File: src/rtl/adc_capture_pkg.sv
// Shared types and helpers for the ADC capture controller: FSM state encoding
// and the lowest-set-channel priority select used by the serializer.
package adc_capture_pkg;

  localparam int CHAN_IDX_W   = 4;
  localparam int MAX_CHANNELS = 16;

  typedef enum logic [1:0] {
    IDLE,
    WAIT,
    SEND,
    DONE
  } state_t;

  typedef struct packed {
    logic [CHAN_IDX_W-1:0]   idx;
    logic [MAX_CHANNELS-1:0] onehot;
  } chan_sel_t;

  // Scans high to low so the lowest set bit is the last one written.
  function automatic chan_sel_t lowest_set_index(input logic [MAX_CHANNELS-1:0] mask);
    chan_sel_t sel;
    sel = '0;
    for (int i = MAX_CHANNELS - 1; i >= 0; i--) begin
      if (mask[i]) begin
        sel.idx    = CHAN_IDX_W'(i);
        sel.onehot = MAX_CHANNELS'(1) << i;
      end
    end
    return sel;
  endfunction

endpackage

File: src/rtl/adc_frame_serializer.sv
// Holds one captured ADC frame and streams its enabled channels lowest-first.
// Define ADC_CAPTURE_SIGN_EXT_EN to sign-extend samples instead of zero-extending.
module adc_frame_serializer
  import adc_capture_pkg::*;
#(
  parameter int CHANNEL_NUM    = 4,
  parameter int ADC_BIT_NUM    = 10,
  parameter int OUTPUT_BIT_NUM = 16
) (
  input  logic                                  clk,
  input  logic                                  rst,
  input  logic                                  load,
  input  logic [CHANNEL_NUM*OUTPUT_BIT_NUM-1:0] adc_data,
  input  logic [CHANNEL_NUM-1:0]                mask,
  input  logic                                  m_ready,
  output logic [OUTPUT_BIT_NUM-1:0]             m_data,
  output logic [CHAN_IDX_W-1:0]                 m_chan,
  output logic                                  m_valid,
  output logic                                  m_eof,
  output logic                                  frame_done
);

  function automatic logic [OUTPUT_BIT_NUM-1:0] extend(input logic [ADC_BIT_NUM-1:0] raw);
`ifdef ADC_CAPTURE_SIGN_EXT_EN
    logic signed [ADC_BIT_NUM-1:0]    raw_s;
    logic signed [OUTPUT_BIT_NUM-1:0] wide_s;
    raw_s  = signed'(raw);
    wide_s = OUTPUT_BIT_NUM'(raw_s);
    return unsigned'(wide_s);
`else
    return OUTPUT_BIT_NUM'(raw);
`endif
  endfunction

  logic [CHANNEL_NUM*ADC_BIT_NUM-1:0] frame_p0;
  logic [CHANNEL_NUM-1:0]             pending_p0;
  logic                               vld_p0;
  chan_sel_t                          sel;
  logic [CHANNEL_NUM-1:0]             sel_bit;
  logic                               fire;
  logic                               unused_bits;

  // Stage p0: frame register and pending mask; outputs depend only on these,
  // so they hold steady while the consumer stalls.
  always_ff @(posedge clk) begin
    if (load) begin
      for (int i = 0; i < CHANNEL_NUM; i++) begin
        frame_p0[i*ADC_BIT_NUM +: ADC_BIT_NUM] <= adc_data[i*OUTPUT_BIT_NUM +: ADC_BIT_NUM];
      end
    end
  end

  always_ff @(posedge clk) begin
    if (rst) begin
      pending_p0 <= '0;
    end else if (load) begin
      pending_p0 <= mask;
    end else if (fire) begin
      pending_p0 <= pending_p0 & ~sel_bit;
    end
  end

  assign sel        = lowest_set_index(MAX_CHANNELS'(pending_p0));
  assign sel_bit    = sel.onehot[CHANNEL_NUM-1:0];
  assign vld_p0     = |pending_p0;
  assign fire       = vld_p0 && m_ready;
  assign m_valid    = vld_p0;
  assign m_eof      = vld_p0 && (pending_p0 == sel_bit);
  assign frame_done = fire && m_eof;
  assign m_chan     = sel.idx;
  assign m_data     = vld_p0 ? extend(frame_p0[int'(sel.idx)*ADC_BIT_NUM +: ADC_BIT_NUM]) : '0;

  // Upper lane bits are discarded by design.
  assign unused_bits = ^{adc_data, sel.onehot};

endmodule

File: src/rtl/adc_capture_ctrl.sv
// ADC capture sequencer: start/stop FSM, frame and overrun counters, driving the
// frame serializer. Define ADC_CAPTURE_SIGN_EXT_EN for two's-complement samples.
module adc_capture_ctrl
  import adc_capture_pkg::*;
#(
  parameter int CHANNEL_NUM    = 4,
  parameter int ADC_BIT_NUM    = 10,
  parameter int OUTPUT_BIT_NUM = 16,
  parameter int CNT_WIDTH      = 16
) (
  input  logic                                  clk,
  input  logic                                  rst,
  input  logic                                  start,
  input  logic                                  stop,
  input  logic [CHANNEL_NUM-1:0]                ch_en,
  input  logic [CNT_WIDTH-1:0]                  frame_num,
  input  logic [CHANNEL_NUM*OUTPUT_BIT_NUM-1:0] adc_data,
  input  logic                                  adc_valid,
  output logic [OUTPUT_BIT_NUM-1:0]             m_data,
  output logic [CHAN_IDX_W-1:0]                 m_chan,
  output logic                                  m_valid,
  input  logic                                  m_ready,
  output logic                                  m_eof,
  output logic                                  m_last,
  output logic                                  busy,
  output logic                                  done,
  output logic [CNT_WIDTH-1:0]                  overrun_cnt
);

  function automatic logic [CNT_WIDTH-1:0] sat_inc(input logic [CNT_WIDTH-1:0] v);
    return (&v) ? v : v + CNT_WIDTH'(1);
  endfunction

  state_t                 state;
  logic [CHANNEL_NUM-1:0] ch_en_q;
  logic [CNT_WIDTH-1:0]   frame_num_q;
  logic [CNT_WIDTH-1:0]   frame_cnt;
  logic                   stop_pend;
  logic                   load;
  logic                   frame_done;
  logic                   last_frame;

  assign load       = (state == WAIT) && adc_valid && !stop && !stop_pend;
  assign last_frame = (frame_cnt + CNT_WIDTH'(1)) == frame_num_q;
  assign m_last     = m_eof && (last_frame || stop_pend);

  always_ff @(posedge clk) begin
    if (rst) begin
      state       <= IDLE;
      busy        <= 1'b0;
      done        <= 1'b0;
      ch_en_q     <= '0;
      frame_num_q <= '0;
      frame_cnt   <= '0;
      overrun_cnt <= '0;
      stop_pend   <= 1'b0;
    end else begin
      done <= 1'b0;
      case (state)
        IDLE: begin
          if (start) begin
            ch_en_q     <= ch_en;
            frame_num_q <= frame_num;
            frame_cnt   <= '0;
            overrun_cnt <= '0;
            stop_pend   <= 1'b0;
            if (ch_en == '0 || frame_num == '0) begin
              state <= DONE;
              done  <= 1'b1;
            end else begin
              state <= WAIT;
              busy  <= 1'b1;
            end
          end
        end
        WAIT: begin
          if (stop || stop_pend) begin
            state <= DONE;
            busy  <= 1'b0;
            done  <= 1'b1;
          end else if (adc_valid) begin
            state <= SEND;
          end
        end
        SEND: begin
          // A frame arriving while one is still streaming is dropped and counted.
          if (adc_valid) overrun_cnt <= sat_inc(overrun_cnt);
          if (stop) stop_pend <= 1'b1;
          if (frame_done) begin
            frame_cnt <= frame_cnt + CNT_WIDTH'(1);
            if (last_frame || stop_pend) begin
              state <= DONE;
              busy  <= 1'b0;
              done  <= 1'b1;
            end else begin
              state <= WAIT;
            end
          end
        end
        DONE: state <= IDLE;
        default: state <= IDLE;
      endcase
    end
  end

  adc_frame_serializer #(
    .CHANNEL_NUM    (CHANNEL_NUM),
    .ADC_BIT_NUM    (ADC_BIT_NUM),
    .OUTPUT_BIT_NUM (OUTPUT_BIT_NUM)
  ) u_serializer (
    .clk        (clk),
    .rst        (rst),
    .load       (load),
    .adc_data   (adc_data),
    .mask       (ch_en_q),
    .m_ready    (m_ready),
    .m_data     (m_data),
    .m_chan     (m_chan),
    .m_valid    (m_valid),
    .m_eof      (m_eof),
    .frame_done (frame_done)
  );

endmodule

File: config.mk
export PLATFORM = sky130hd
export DESIGN_NAME = adc_capture_ctrl
export DESIGN_NICKNAME = d
export VERILOG_FILES = /design/src/rtl/adc_capture_pkg.sv /design/src/rtl/adc_frame_serializer.sv /design/src/rtl/adc_capture_ctrl.sv
export SDC_FILE = /design/constraint.sdc
export NUM_CORES = 1
export LEC_CHECK = 0
export CAP_MARGIN = 40
export CORE_MARGIN = 3
export CORE_UTILIZATION = 50
export CTS_BUF_LIST = sky130_fd_sc_hd__clkbuf_8
export CTS_CLUSTER_DIAMETER = 50
export CTS_CLUSTER_SIZE = 25
export DETAILED_ROUTE_END_ITERATION = 12
export GPL_TIMING_DRIVEN = 0
export PLACE_DENSITY = 0.82
export SYNTH_ARGS = -nofsm -noshare
export SYNTH_HDL_FRONTEND = slang
export SYNTH_SLANG_ARGS = --single-unit
File: constraint.sdc
create_clock -name clk -period 3.9 [get_ports clk]
set_input_delay 0.585 -clock clk [delete_from_list [all_inputs] [get_ports clk]]
set_output_delay 0.585 -clock clk [all_outputs]
set_load 0.005 [all_outputs]
# After elaboration in Yosys (flattened, before gate mapping)
# Index checks and enable logic that the tools add are counted.
# totals
regBits	101
latchBits	0
mem_bits_rw	0
rom_bits	0
in_bits	90
out_inout_bits	41
elab_cells	91
memories	0
# classes
addsub	2
multipliers	1
n_div	0
order_cmp	0
n_eq_ne	14
shift	1
mux	35
bitwise	2
reduce_logical	26
# op_table
cell	count
2-to-1 mux 18 bit	4
2-to-1 mux 16 bit	4
case mux 16 bit (2 select lines)	2
indexed part select 40 x 32 -> 10 bit	1
adder 16 x 1 -> 16 bit (second input constant)	2
== test 16 bit	1
logical NOT 16 bit	1
AND reduction 16 bit	1
inequality test 2 bit (second input constant)	7
2-to-1 mux 1 bit	12
2-to-1 mux 2 bit	6
2-to-1 mux 10 bit	1
AND reduction 3 bit	3
2-to-1 mux 4 bit	2
case mux 2 bit (4 select lines)	1
logical AND 1 bit	7
case mux 1 bit (3 select lines)	2
AND reduction 6 bit	1
multiplier 2 x 3 -> 5 bit (second input constant)	1
AND 4 bit	1
== test 2 bit (second input constant)	2
== test 4 bit	1
logical NOT 4 bit	1
inverter 4 bit	1
other kinds (12)	16

# Depth between registers and ports, before layout
# Gate-level depths: netlist (run 1).
# depth
word_depth	9
mapped_depth	12
ltp_nobuf	11

# By module
# A second synthesis (run 1) with hierarchy kept.
# hier_totals
hier_cells	532
hier_area_um2	5009.8
# by_module_without_submodules
mod	n_inst	cells_each	area_each_um2	seq_area_each_um2
adc_capture_ctrl	1	398	3130.5	1141.1
adc_frame_serializer	1	134	1879.3	1281.2

# Worst setup path after synthesis (run 1)
# No wires, ideal clock.
# synth_timing
path_kind	flip-flop to output port
start	register frame_cnt[0]
end	output m_last
arrival_ps	2359
required_ps	3315
setup_slack_ps	956
path_stages_with_launch	10
n_path_buf	1
path_cell_list	dfxtp_1 ha_1 and3_1 buf_6 nand4_4 or4b_1 o211ai_2 a21oi_1 o41a_1 and2b_1
# synth_via
elab_chain_cells	4
# synth_rtl
item	line	text
from (decl)	adc_capture_ctrl.sv:37	logic [CNT_WIDTH-1:0] frame_cnt;
from (signal assigned)	adc_capture_ctrl.sv:90	frame_cnt <= frame_cnt + CNT_WIDTH'(1);
adder 16 x 1 -> 16 bit	adc_capture_ctrl.sv:44	assign last_frame = (frame_cnt + CNT_WIDTH'(1)) == frame_num_q;
== test 16 bit	adc_capture_ctrl.sv:44	
logical OR 1 bit	adc_capture_ctrl.sv:45	assign m_last = m_eof && (last_frame || stop_pend);
logical AND 1 bit	adc_capture_ctrl.sv:45	
to (decl)	adc_capture_ctrl.sv:24	output logic m_last,
# No other way between the ends.

# Worst setup path in the final report (run 1)
# Ends and elaborated chain as after synthesis.

==> results.md, run 1 <==
* Status: complete, no violations
* Post-synthesis register bit count at roughly 100
* Number of buffers created by CTS at 9
* First-pass GRT wire length at 18930 µm
* Final WL at 11830 µm
* Async S/R FF share, synth at 0%
* Leading cell types in the layout, fill and taps excluded: sky130_fd_sc_hd__clkdlybuf4s50_1, sky130_fd_sc_hd__nand2_1, sky130_fd_sc_hd__dfxtp_1, sky130_fd_sc_hd__a21oi_1, sky130_fd_sc_hd__nor2_1
* Reg-to-Reg End: frame_cnt[14]
* Maximum number of pins on one net before global-route repair at 25
* Setup tns final at 0 ns
* Worst Reg-to-Reg Cells at 11
* WP data arrival at approximately 3.2 ns
* Crit path launch type: flip-flop
* Clock latency on the worst-skew pair at approximately 0.37 ns
* Total net switching power at between 0.9 and 1 mW
* Count of boundary I/O pins at about 130
* Worst-Margin Slew at 0.8174 ns
* Post-route antenna net violation count at 0
* Deepest level of the CTS H-tree at 3
* Via count normalized by instance count at between 5 and 6
* Num rows at 35
* Hold wc startpoint: ch_en_q[0]
* Fraction of the yosys area taken by sequential cells at between 40% and 50%
* Clock Pin Slew Worst Setup and Hold Paths at between 0.1 and 0.15 ns
* Setup slack of the worst register-to-register path at between 0.6 and 0.7 ns
* HPWL after detailed placement at 8883 µm
* Drt drc at 0
* Commonest non-fill, non-tap cell in the layout: sky130_fd_sc_hd__clkdlybuf4s50_1
* Internal power at ~1.9 mW
* Count of routing violations after the opening detailed-route iteration at around 250
* Sw Share at between 30 and 40%
* Number of optimization iterations in the first detailed-route pass at 5
* Final hold violations at 0
* Number of global-route vias before repair at just under 4k
* Yosys warns at 0
* Average instance area after synthesis at slightly below 10 µm²
* Post-synth top flop: sky130_fd_sc_hd__dfxtp_1
* Final Net Count at 717
* Routability Congestion at around 0.9
* Library cells used by synthesis at 54
* Leakage at between 2 and 2.5 nW
* Total global-route track usage at approximately 21%
* Number of buffers inserted for hold repair after clock tree synthesis at 0
* Achievable frequency at ~270 MHz
* Final core utilization at 67.54%
* Top post-synthesis cells by area: sky130_fd_sc_hd__dfxtp_1, sky130_fd_sc_hd__edfxtp_1, sky130_fd_sc_hd__a21oi_1
* Clock share of power at between 20% and 30%
* Final Max Slew Viols at 0
* RSZ-0062 raised after global routing: no
* Cell count after placement at between 700 and 800
* Crit Reg-Reg Startpoint: u_serializer.pending_p0[3]
* Fraction of layout instances using a drive strength above 1 at between 8 and 9%
* Mapped Cells at ~500
* Routed length per instance at ~16 µm
* Layout overhead on the synthesized area at 29.70%
* Worst Skew at 0.01233 ns
* Share of power burned in combinational logic at 32.2%
* Number of failing setup endpoints in the final timing report at 0
* Total core area at roughly 9300 µm²
* Total standard cell area after synthesis at ~4900 µm²
* Clk buf depth at 2
* Num Clock Sinks at just over 100
* Horiz. Die Dim at ~100 µm
* Cell chosen for the clock root: sky130_fd_sc_hd__clkbuf_8
* Die extent in y at between 100 and 150 µm
* CTS tree: yes
* # diodes at 0
* Pwr/cell area at 449.1 nW/µm²
* Initial antenna violation count at 0
* Normalized max-slew margin at between 40% and 50%
* EDFF count, synth at 40
* Largest vdd supply drop at 0.0003696 V
* Die area at between 10000 and 15000 µm²
* Type of the worst setup path: reg -> out
* Count of maximum capacitance violations at 0
* Initial standard-cell utilization of the core at between 50% and 60%
* Total congestion overflow at 0
* Maximum fanout along the worst path at 7
* Post-detailed-placement cell area at approximately 6100 µm²
* Total power of the final layout at 2.829 mW
* Type of the tightest min-delay check: reg -> reg
* Port Buffers at 98
* Hold EP: ch_en_q[0]
* Final worst-path cycle share at ~97%
* Post-Layout Inst Area at approximately 6300 µm²
* Cell taking the most area after synthesis: sky130_fd_sc_hd__dfxtp_1
* Cell depth of the worst min-delay path at 2
* Total vias in the final route at a little over 4k
* Critical path endpoint category: output port
* Final instance count without filler cells at between 700 and 800
* Reg power frac at between 40 and 50%
* Data required time at the worst endpoint at between 3 and 4 ns
* Time the final worst path needs with I/O delays and setup at approximately 3.8 ns
* Top cell type's share of synthesized area at between 20% and 30%
sequential cells by signal, summed over array words and instances, names as in the netlist, 2 cells and up:
register and count:
overrun_cnt 16, ch_en_q 4, u_serializer.pending_p0 4, frame_cnt 16, frame_num_q 16, state 2, u_serializer.frame_p0 40
cells in the mapped netlist (2+ instances only):
library cell	n
sky130_fd_sc_hd__ha_1	8
sky130_fd_sc_hd__xnor2_1	20
sky130_fd_sc_hd__o21ai_0	13
sky130_fd_sc_hd__clkbuf_1	17
sky130_fd_sc_hd__buf_4	9
sky130_fd_sc_hd__dfxtp_1	61
sky130_fd_sc_hd__a21oi_1	53
sky130_fd_sc_hd__a21o_1	3
sky130_fd_sc_hd__mux4_2	10
sky130_fd_sc_hd__a311oi_1	2
sky130_fd_sc_hd__nor3_1	11
sky130_fd_sc_hd__or4b_1	2
sky130_fd_sc_hd__mux2i_1	2
sky130_fd_sc_hd__buf_6	2
sky130_fd_sc_hd__or3_1	5
sky130_fd_sc_hd__nor2b_1	7
sky130_fd_sc_hd__and3_1	5
sky130_fd_sc_hd__buf_1	3
sky130_fd_sc_hd__nor2_1	45
sky130_fd_sc_hd__edfxtp_1	40
sky130_fd_sc_hd__a211oi_1	5
sky130_fd_sc_hd__xor2_1	14
sky130_fd_sc_hd__and4_1	4
sky130_fd_sc_hd__nand2b_1	4
sky130_fd_sc_hd__nand2_1	69
sky130_fd_sc_hd__and2_1	13
sky130_fd_sc_hd__nor4_1	8
sky130_fd_sc_hd__nand3_1	16
sky130_fd_sc_hd__inv_1	9
sky130_fd_sc_hd__buf_2	2
sky130_fd_sc_hd__nand4_1	10
sky130_fd_sc_hd__nand3b_1	3
sky130_fd_sc_hd__o31ai_1	2
stage by stage:
| stage | hold slack (ns) | setup slack (ns) |
|---|---|---|
| finish | 0.4644 | 0.1359 |
| floorplan | 0.4321 | 0.9558 |
| CTS | 0.4664 | 0.004349 |
| global route | 0.4948 | 0.02946 |
| global placement | 0.4486 | 0.2390 |
| detailed placement | 0.4503 | 0.2151 |
kinds of logic (layout without fill, tap and decap cells):
| logic type | count (synthesis) | count (layout) | synth area share, % |
|---|---|---|---|
| multiplexers | 13 | 13 | 5.281 |
| flip-flops | 101 | 101 | 49.87 |
| adder cells (fa/ha/maj) | 8 | 8 | 2.061 |
| AND/OR/NAND/NOR | 208 | 208 | 21.20 |
| other | 1 | 8 | 0.07721 |
| buffers and inverters | 42 | 161 | 4.302 |
| AO/OA/AOI/OAI | 91 | 91 | 11.08 |
| XOR/XNOR | 34 | 34 | 6.131 |
routing by layer:
metal,vias to the layer above,part of all wire [%],wire [µm],global-route usage [%]
li1,2005,-,-,-
met1,1968,43,5083,26.79
met2,148,50,5919,37.50
met3,18,5.2,610,4.138
met4,0,1.9,220,6.553
met5,-,0,0,0
power by group through the flow:
| stage | Clock (mW) | Combinational (mW) | Sequential, mW |
|---|---|---|---|
| after global routing | 0.697 | 1.00 | 1.28 |
| after floorplan | 0 | 0.572 | 1.27 |
| after detailed placement | 0 | 0.889 | 1.29 |
| after CTS | 0.660 | 0.899 | 1.27 |
| after global placement | 0 | 0.851 | 1.29 |
| final | 0.647 | 0.910 | 1.27 |
worst max-delay path by stage:
stage	slack, ns	startpoint	end
2_1_floorplan	0.96	frame_cnt[0]	m_last
3_3_place_gp	0.24	frame_cnt[0]	m_last
3_5_place_dp	0.22	frame_cnt[0]	m_last
4_1_cts	0.004	frame_cnt[4]	m_last
5_1_grt	0.03	frame_cnt[1]	m_last
6_report	0.14	frame_cnt[0]	m_last
area by class of cell:
class                   count  area [µm²]
flip-flops and latches    101        2427
plain buffers              33       180.2
clock buffers               9       123.9
repair buffers            103        1042
multi-input cells         362        2271
fillers                   733        3028
well taps                 129       161.4
clock inverters             7       60.06
inverters                   9       33.78
critical path: stages, from the launching register on:
cell and delay (ns):
sky130_fd_sc_hd__dfxtp_4 0.40, sky130_fd_sc_hd__ha_4 0.16, sky130_fd_sc_hd__and3_1 0.17, sky130_fd_sc_hd__buf_6 0.13, sky130_fd_sc_hd__nand4_4 0.12, sky130_fd_sc_hd__or4b_4 0.51, sky130_fd_sc_hd__o211ai_2 0.07, sky130_fd_sc_hd__a21oi_1 0.08
sky130_fd_sc_hd__o41a_1 0.47, sky130_fd_sc_hd__and2b_1 0.21, sky130_fd_sc_hd__clkdlybuf4s50_1 0.49
timing repair:
| item | 4_1_cts | 5_1_grt |
|---|---|---|
| pin swaps | 1 | 4 |
| buffers inserted | 1 | 2 |
| setup endpoints to repair | 1 | 1 |
| gates resized for setup | 6 | 3 |
Power figures use the tool's default switching activity.
==> run 2: changes to the inputs <==
--- a/config.mk
+++ b/config.mk
@@ -6,7 +6,6 @@
 export NUM_CORES = 1
 export LEC_CHECK = 0
 export CAP_MARGIN = 40
-export CORE_MARGIN = 3
 export CORE_UTILIZATION = 50
 export CTS_BUF_LIST = sky130_fd_sc_hd__clkbuf_8
 export CTS_CLUSTER_DIAMETER = 50
==> run 2 against run 1 <==
Effect of this change:
- global-route usage grew 2.9 points
- worst hold slack barely moved
- cell area up 0.62%
- combinational power grew 2%
- clock power about the same
- highest routed layer unchanged
==> results.md, run 2 (synthesized netlist as in run 1, its figures left out) <==
* Status: complete, no violations (unchanged)
* Area taken by multi-input logic gates at 2271 µm² (unchanged)
* Sequential cell area at 2430 µm² (was 2427 µm²)
* Normalized max-slew margin at 45.82% (was 45.44%)
* Initial antenna violation count at 0 (unchanged)
* Fraction of layout instances using a drive strength above 1 at 9.380% (was 8.654%)
* Number of global-route vias before repair at 3956 (was 3980)
* Clk buf depth at 2 (unchanged)
* Layout overhead on the synthesized area at 30.50% (was 29.70%)
* # diodes at 0 (unchanged)
* WP data arrival at 3.19 ns (was 3.18 ns)
* Fill cell count at 717 (was 733)
* Total vias in the final route at 4152 (was 4139)
* Final hold violations at 0 (unchanged)
* Routability Congestion at 0.8929 (was 0.9086)
* Achievable frequency at 264.7 MHz (was 265.7 MHz)
* Final Net Count at 722 (was 717)
* Clock Pin Slew Worst Setup and Hold Paths at 0.10 ns (was 0.11 ns)
* Data required time at the worst endpoint at 3.31 ns (about the same)
* Clock latency on the worst-skew pair at 0.36 ns (was 0.37 ns)
* Commonest non-fill, non-tap cell in the layout: sky130_fd_sc_hd__clkdlybuf4s50_1 (unchanged)
* Worst setup timing slack at the placement stage at 0.1758 ns (was 0.2151 ns)
* Worst Skew at 0.01471 ns (was 0.01233 ns)
* First-pass GRT wire length at 19130 µm (was 18930 µm)
* Maximum number of pins on one net before global-route repair at 20 (was 25)
* Worst-Margin Slew at 0.8073 ns (was 0.8174 ns)
* Final worst-path cycle share at 96.87% (was 96.52%)
* Count of maximum capacitance violations at 0 (unchanged)
* Total power of the final layout at 2.837 mW (was 2.829 mW)
* Number of buffers inserted for hold repair after clock tree synthesis at 0 (unchanged)
* Count of routing violations after the opening detailed-route iteration at 207 (was 246)
* Die area at 10110 µm² (was 10930 µm²)
* Type of the tightest min-delay check: reg -> reg (unchanged)
* Number of failing setup endpoints in the final timing report at 0 (unchanged)
* Drt drc at 0 (unchanged)
* Via count normalized by instance count at 5.478 (was 5.497)
* Largest reg by FF count: u_serializer.frame_p0 (unchanged)
* Time the final worst path needs with I/O delays and setup at 3.778 ns (was 3.764 ns)
* Horiz. Die Dim at 100.6 µm (was 104.6 µm)
* Worst-case setup margin in the final layout at 0.1220 ns (was 0.1359 ns)
* Critical path's largest stage delay at 0.50 ns (was 0.51 ns)
* Crit path launch type: flip-flop (unchanged)
* Max FFs per register at 40 (unchanged)
* HPWL after detailed placement at 8950 µm (was 8883 µm)
* Leading cell types in the layout, fill and taps excluded: sky130_fd_sc_hd__clkdlybuf4s50_1, sky130_fd_sc_hd__nand2_1, sky130_fd_sc_hd__dfxtp_1, sky130_fd_sc_hd__a21oi_1, sky130_fd_sc_hd__nor2_1 (unchanged)
* Total congestion overflow at 0 (unchanged)
* Cell chosen for the clock root: sky130_fd_sc_hd__clkbuf_8 (unchanged)
* Number of optimization iterations in the first detailed-route pass at 5 (unchanged)
* Initial standard-cell utilization of the core at 52.07% (unchanged)
* Port Buffers at 98 (unchanged)
* Routed length per instance at 16.14 µm (was 15.72 µm)
* Num Clock Sinks at 101 (unchanged)
* Final WL at 12240 µm (was 11830 µm)
* Final Max Slew Viols at 0 (unchanged)
* Die extent in y at 100.6 µm (was 104.6 µm)
* Critical path endpoint category: output port (unchanged)
* Count of boundary I/O pins at 131 (unchanged)
* Largest vdd supply drop at 0.0003667 V (was 0.0003696 V)
* Worst hold margin at 0.4640 ns (was 0.4644 ns)
* Number of buffers created by CTS at 9 (unchanged)
* Setup tns final at 0 ns (unchanged)
* Leakage at 2.220 nW (was 2.192 nW)
* Type of the worst setup path: reg -> out (unchanged)
* Crit-path slowest cell: sky130_fd_sc_hd__clkdlybuf4s50_1 (was sky130_fd_sc_hd__or4b_4)
* Total core area at 9328 µm² (unchanged)
* Cell chain of the critical path: clkbuf_4 -> and4_4 -> buf_4 -> nand4_1 -> xnor2_1 -> or3_1 -> o41a_1 -> and2b_1 -> clkdlybuf4s50_1 (was ha_4 -> and3_1 -> buf_6 -> nand4_4 -> or4b_4 -> o211ai_2 -> a21oi_1 -> o41a_1 -> and2b_1 -> clkdlybuf4s50_1)
* Total global-route track usage at 24.38% (was 21.43%)
* Pwr/cell area at 447.6 nW/µm² (was 449.1 nW/µm²)
* Post-route antenna net violation count at 0 (unchanged)
* Deepest level of the CTS H-tree at 3 (unchanged)
* CTS tree: yes (unchanged)
* Num rows at 35 (unchanged)
* Maximum fanout along the worst path at 10 (was 7)
[run 2: cell types whose count changed in the layout (fill, tap and decap cells not counted)]
cell	previous run	this run
sky130_fd_sc_hd__buf_4	13	17
sky130_fd_sc_hd__buf_8	0	2
sky130_fd_sc_hd__buf_16	1	0
sky130_fd_sc_hd__clkinv_4	0	1
sky130_fd_sc_hd__clkinvlp_2	1	0
sky130_fd_sc_hd__dfxtp_2	1	0
sky130_fd_sc_hd__dfxtp_4	1	2
[run 2: layer usage]
metal | track usage (%) | routed length, µm | vias up
met4 | 6.466 | 152 | 0
met5 | 0 | 0 | -
li1 | - | - | 2007
met3 | 4.924 | 723 | 14
met2 | 42.57 | 6140 | 158
met1 | 30.79 | 5220 | 1973
[run 2: repair_timing]
| action | CTS | global route |
|---|---|---|
| gates cloned | 0 | 0 |
| setup endpoints to repair | 1 | 1 |
| buffers inserted | 1 | 6 |
| hold endpoints to repair | 0 | 0 |
| resized for setup | 6 | 5 |
| pin swaps | 1 | 3 |
[run 2: per-stage QoR]
| stage | instances | utilization (%) | cell area (µm²) |
|---|---|---|---|
| floorplan | 505 | - | 4883 |
| global placement | 732 | 64.60 | 6026 |
| detailed placement | 735 | 65.04 | 6067 |
| CTS | 752 | 67.24 | 6272 |
| global route | 758 | 67.95 | 6339 |
| finish | 758 | 67.95 | 6339 |
[run 2: cell type report]
cell class / count / area share, %
sequential: 101 / 38.33
multi-input combinational: 362 / 35.83
timing repair buffer: 108 / 16.96
buffer: 33 / 2.842
tap: 129 / 2.546
clock buffer: 9 / 1.954
clock inverter: 7 / 1.007
inverter: 9 / 0.5330
[run 2: critical path, delay by kind of cell (launching register included)]
family | cells | cell delay [ns]
AOI/OAI and AO/OA | 1 | 0.37
xor gates and xnor gates | 1 | 0.19
buffers and inverters | 3 | 0.88
DFF | 1 | 0.33
and+or+nand+nor | 4 | 1.05
[run 2: path summary, 6_finish.rpt]
kind                         startpoint            end  slack, ns  depth (start not counted)
min                          ch_en_q[2]     ch_en_q[2]       0.46                          2
min reg2reg                  ch_en_q[2]     ch_en_q[2]       0.46                          2
max reg2reg  u_serializer.pending_p0[3]  frame_cnt[14]       0.65                         11
max                        frame_cnt[4]         m_last       0.12                          9
[run 2: power breakdown]
part	internal (mW)	switching, mW	total, mW
Sequential	1.20	0.0654	1.27
Clock	0.248	0.397	0.646
Combinational	0.413	0.510	0.924
Total	1.86	0.973	2.84
==> run 3: changes to the inputs <==
--- a/config.mk
+++ b/config.mk
@@ -15,4 +15,5 @@
 export PLACE_DENSITY = 0.82
 export SYNTH_ARGS = -nofsm -noshare
 export SYNTH_HDL_FRONTEND = slang
+export SYNTH_HIERARCHICAL = 1
 export SYNTH_SLANG_ARGS = --single-unit
==> constraint.sdc (replaced) <==
create_clock -name clk -period 4.7 [get_ports clk]
set_input_delay 0.705 -clock clk [delete_from_list [all_inputs] [get_ports clk]]
set_output_delay 0.705 -clock clk [all_outputs]
set_load 0.005 [all_outputs]
==> run 3 against run 2 <==
Effect of this change:
- utilization decreased by 2.1 points
- clock-buffer cell count unchanged
- area after synthesis increased by 3.1%
==> results.md, run 3 <==
* Normalized max-slew margin at 52.47% (was 45.82%)
* Clk buf depth at 2 (unchanged)
* Setup tns final at 0 ns (unchanged)
* Xor and xnor area share after synthesis at 4.720% (was 6.131%)
* Main combinational cell family by area after synthesis: simple AND/OR/NAND/NOR gates (unchanged)
* Worst-case setup margin in the final layout at 0.6782 ns (was 0.1220 ns)
* Final Max Slew Viols at 0 (unchanged)
* Die area at 10420 µm² (was 10110 µm²)
* Final Net Count at 747 (was 722)
* Library cell with the highest instance count after synthesis: sky130_fd_sc_hd__nand2_1 (unchanged)
* Synthesized-area fraction occupied by adder cells at 1.998% (was 2.061%)
* Status: complete, no violations (unchanged)
* Maximum fanout along the worst path at 8 (was 10)
* Total standard cell area after synthesis at 5010 µm² (was 4857 µm²)
* Worst-Margin Slew at 0.7018 ns (was 0.8073 ns)
* Simple-Gate Fraction of Synth Area at 21.90% (was 21.20%)
* HPWL after detailed placement at 9348 µm (was 8950 µm)
* Sequential cell area at 2422 µm² (was 2430 µm²)
* Compound-Gate Fraction of Synth Area at 16.88% (was 11.08%)
* Library cells used by synthesis at 66 (was 54)
* Largest reg by FF count: u_serializer/frame_p0 (was u_serializer.frame_p0)
* Number of buffers inserted for hold repair after clock tree synthesis at 0 (unchanged)
* Total core area at 9729 µm² (was 9328 µm²)
* Post-synth top flop: sky130_fd_sc_hd__dfxtp_1 (unchanged)
* Number of failing setup endpoints in the final timing report at 0 (unchanged)
* Mapped Cells at 532 (was 498)
* Leading cell types in the layout, fill and taps excluded: sky130_fd_sc_hd__clkdlybuf4s50_1, sky130_fd_sc_hd__nand2_1, sky130_fd_sc_hd__dfxtp_1, sky130_fd_sc_hd__a21oi_1, sky130_fd_sc_hd__nor2_1 (unchanged)
* Number of buffers created by CTS at 9 (unchanged)
* First-pass GRT wire length at 19520 µm (was 19130 µm)
* Count of boundary I/O pins at 131 (unchanged)
* Total power of the final layout at 2.474 mW (was 2.837 mW)
* WP data arrival at 3.32 ns (was 3.19 ns)
* # diodes at 0 (unchanged)
* Type of the tightest min-delay check: reg -> reg (unchanged)
* Time the final worst path needs with I/O delays and setup at around 4.0 ns
* Commonest non-fill, non-tap cell in the layout: sky130_fd_sc_hd__clkdlybuf4s50_1 (unchanged)
* Clock latency on the worst-skew pair at 0.36 ns (about the same)
* Area taken by multi-input logic gates at 2367 µm² (was 2271 µm²)
* Routability Congestion at 0.8594 (was 0.8929)
* Horiz. Die Dim at 102.1 µm (was 100.6 µm)
* Type of the worst setup path: reg -> out (unchanged)
* Post-CTS resize count at 0 (was 6)
* Deepest level of the CTS H-tree at 3 (unchanged)
* Top post-synthesis cells by area: sky130_fd_sc_hd__dfxtp_1, sky130_fd_sc_hd__edfxtp_1, sky130_fd_sc_hd__nand2_1 (was sky130_fd_sc_hd__dfxtp_1, sky130_fd_sc_hd__edfxtp_1, sky130_fd_sc_hd__a21oi_1)
* Cell taking the most area after synthesis: sky130_fd_sc_hd__dfxtp_1 (unchanged)
* Crit Reg-Reg Startpoint: u_serializer/pending_p0[0] (was u_serializer.pending_p0[3])
* Total congestion overflow at 0 (unchanged)
* Count of routing violations after the opening detailed-route iteration at 304 (was 207)
* Initial antenna violation count at 0 (unchanged)
* Routed length per instance at 16.00 µm (was 16.14 µm)
* Pwr/cell area at 386.1 nW/µm² (was 447.6 nW/µm²)
* Initial standard-cell utilization of the core at 51.49% (was 52.07%)
* Async S/R FF share, synth at 0% (unchanged)
* Count of maximum capacitance violations at 0 (unchanged)
* Top cell type's share of synthesized area at 24.38% (was 25.14%)
* Worst setup timing slack at the placement stage at 1.106 ns (was 0.1758 ns)
* Fraction of synthesized area in multiplexers at 1.124% (was 5.281%)
* Largest vdd supply drop at 0.0002468 V (was 0.0003667 V)
* Average instance area after synthesis at 9.417 µm² (was 9.753 µm²)
* Total global-route track usage at 24.13% (was 24.38%)
* Leakage at 2.193 nW (was 2.220 nW)
* Drt drc at 0 (unchanged)
* Die extent in y at 102.1 µm (was 100.6 µm)
* Cell chain of the critical path: ha_1 -> nand3_2 -> nor4_1 -> xnor2_1 -> a211oi_1 -> a41oi_2 -> nor2b_1 -> clkdlybuf4s50_1 (was clkbuf_4 -> and4_4 -> buf_4 -> nand4_1 -> xnor2_1 -> or3_1 -> o41a_1 -> and2b_1 -> clkdlybuf4s50_1)
* Final hold violations at 0 (unchanged)
* Critical path's largest stage delay at 0.61 ns (was 0.50 ns)
* CTS tree: yes (unchanged)
* Layout overhead on the synthesized area at 27.92% (was 30.50%)
* Cell chosen for the clock root: sky130_fd_sc_hd__clkbuf_8 (unchanged)
* Post-synthesis register bit count at 101 (unchanged)
* Setup fix buffers added after clock tree synthesis at 0 (was 1)
* Post-route antenna net violation count at 0 (unchanged)
* Hold wc startpoint: ch_en_q[1] (was ch_en_q[2])
* Top cell family by delay on the critical path: simple AND/OR/NAND/NOR gates (unchanged)
* Maximum number of pins on one net before global-route repair at 42 (was 20)
* Final worst-path cycle share at a little under nine tenths
* Clock Pin Slew Worst Setup and Hold Paths at 0.10 ns (about the same)
* Crit path launch type: flip-flop (unchanged)
* Number of global-route vias before repair at 4075 (was 3956)
* Number of optimization iterations in the first detailed-route pass at 5 (unchanged)
* Fraction of layout instances using a drive strength above 1 at 8.104% (was 9.380%)
* Worst setup path startpoint: frame_cnt[0] (was frame_cnt[4])
* Fill cell count at 784 (was 717)
* Via count normalized by instance count at 5.628 (was 5.478)
* Final WL at 12590 µm (was 12240 µm)
* Synth cell count leaders: sky130_fd_sc_hd__nand2_1, sky130_fd_sc_hd__dfxtp_1, sky130_fd_sc_hd__a21oi_1 (unchanged)
* Fraction of the yosys area taken by sequential cells at 48.35% (was 49.87%)
* Crit-path slowest cell: sky130_fd_sc_hd__nor4_1 (was sky130_fd_sc_hd__clkdlybuf4s50_1)
* Num rows at 36 (was 35)
* Yosys warns at 6 (was 0)
* Max FFs per register at 40 (unchanged)
* Num Clock Sinks at 101 (unchanged)
* RSZ-0062 raised after global routing: no
* Achievable frequency at between 200 and 250 MHz
* EDFF count, synth at 40 (unchanged)
* Port Buffers at 98 (unchanged)
* Total vias in the final route at 4429 (was 4152)
* Number of buffer and inverter instances along the worst setup path at 1 (was 3)
* Data required time at the worst endpoint at 3.99 ns (was 3.31 ns)
* Worst Skew at 0.01080 ns (was 0.01471 ns)
* Critical path endpoint category: output port (unchanged)
## run 3: changes by cell type in the layout (fill, tap and decap cells not counted), sizes merged, moves of 5 or more
cell    delta
a221oi    +10
nand3      -6
o31ai     +10
o21ai      +7
nor2b     +10
nand2      +5
or3        +5
mux4       -9
and2       -9
## run 3: where the power goes
part	internal (mW)	switching, mW	leakage, nW	total (mW)
registers	0.999	0.0644	0.859	1.06
logic	0.398	0.439	1.23	0.837
clock network	0.254	0.320	0.104	0.574
## run 3: kinds of logic (layout without fill, tap and decap cells)
logic type / Yosys count / count (layout)
XOR/XNOR: 27 / 27
adder cells (fa/ha/maj): 8 / 8
other: 1 / 8
flip-flops: 101 / 101
AND/OR/NAND/NOR: 217 / 217
buffers and inverters: 49 / 164
multiplexers: 4 / 4
AO/OA/AOI/OAI: 125 / 125
## run 3: worst register-to-register path: stages (launching register included)
cell	delay, ns
sky130_fd_sc_hd__dfxtp_1	0.32
sky130_fd_sc_hd__buf_6	0.14
sky130_fd_sc_hd__clkbuf_1	0.25
sky130_fd_sc_hd__nor2_1	0.20
sky130_fd_sc_hd__nand2_1	0.08
sky130_fd_sc_hd__ha_1	0.28
sky130_fd_sc_hd__nand2_1	0.05
sky130_fd_sc_hd__a211oi_1	0.56
sky130_fd_sc_hd__and2_1	0.29
sky130_fd_sc_hd__o21ai_0	0.22
sky130_fd_sc_hd__nor2_1	0.61
sky130_fd_sc_hd__o21ai_0	0.18
sky130_fd_sc_hd__a311oi_1	0.34
## run 3: stage by stage
stage	utilization (%)	hold slack, ns	std cells	cell area [µm²]
after CTS	65.87	0.4667	787	6409
after floorplan	-	0.4329	539	5036
after global placement	63.55	0.4491	770	6183
after detailed placement	63.77	0.4531	771	6205
after global routing	65.87	0.4982	787	6409
final	65.87	0.4642	787	6409
## run 3: final cells by class
| class | count | area share [%] |
|---|---|---|
| flip-flops and latches | 101 | 37.80 |
| multi-input cells | 389 | 36.94 |
| repair buffers | 99 | 15.62 |
| plain buffers | 38 | 3.221 |
| well taps | 133 | 2.597 |
| clock buffers | 9 | 1.933 |
| clock inverters | 7 | 1.250 |
| inverters | 11 | 0.6443 |
## run 3: layer usage
layer	up-vias	global-route usage [%]	share of wire, %
met5	-	0	0
met4	0	6.703	0.94
met3	11	4.856	5.4
met2	137	41.77	51
met1	2121	30.61	43
li1	2160	-	-
## run 3: final timing paths
kind / to / cells past startpoint / slack (ns)
max: m_last / 8 / 0.68
min: ch_en_q[1] / 2 / 0.46
max reg2reg: frame_cnt[11] / 12 / 1.08
min reg2reg: ch_en_q[1] / 2 / 0.46
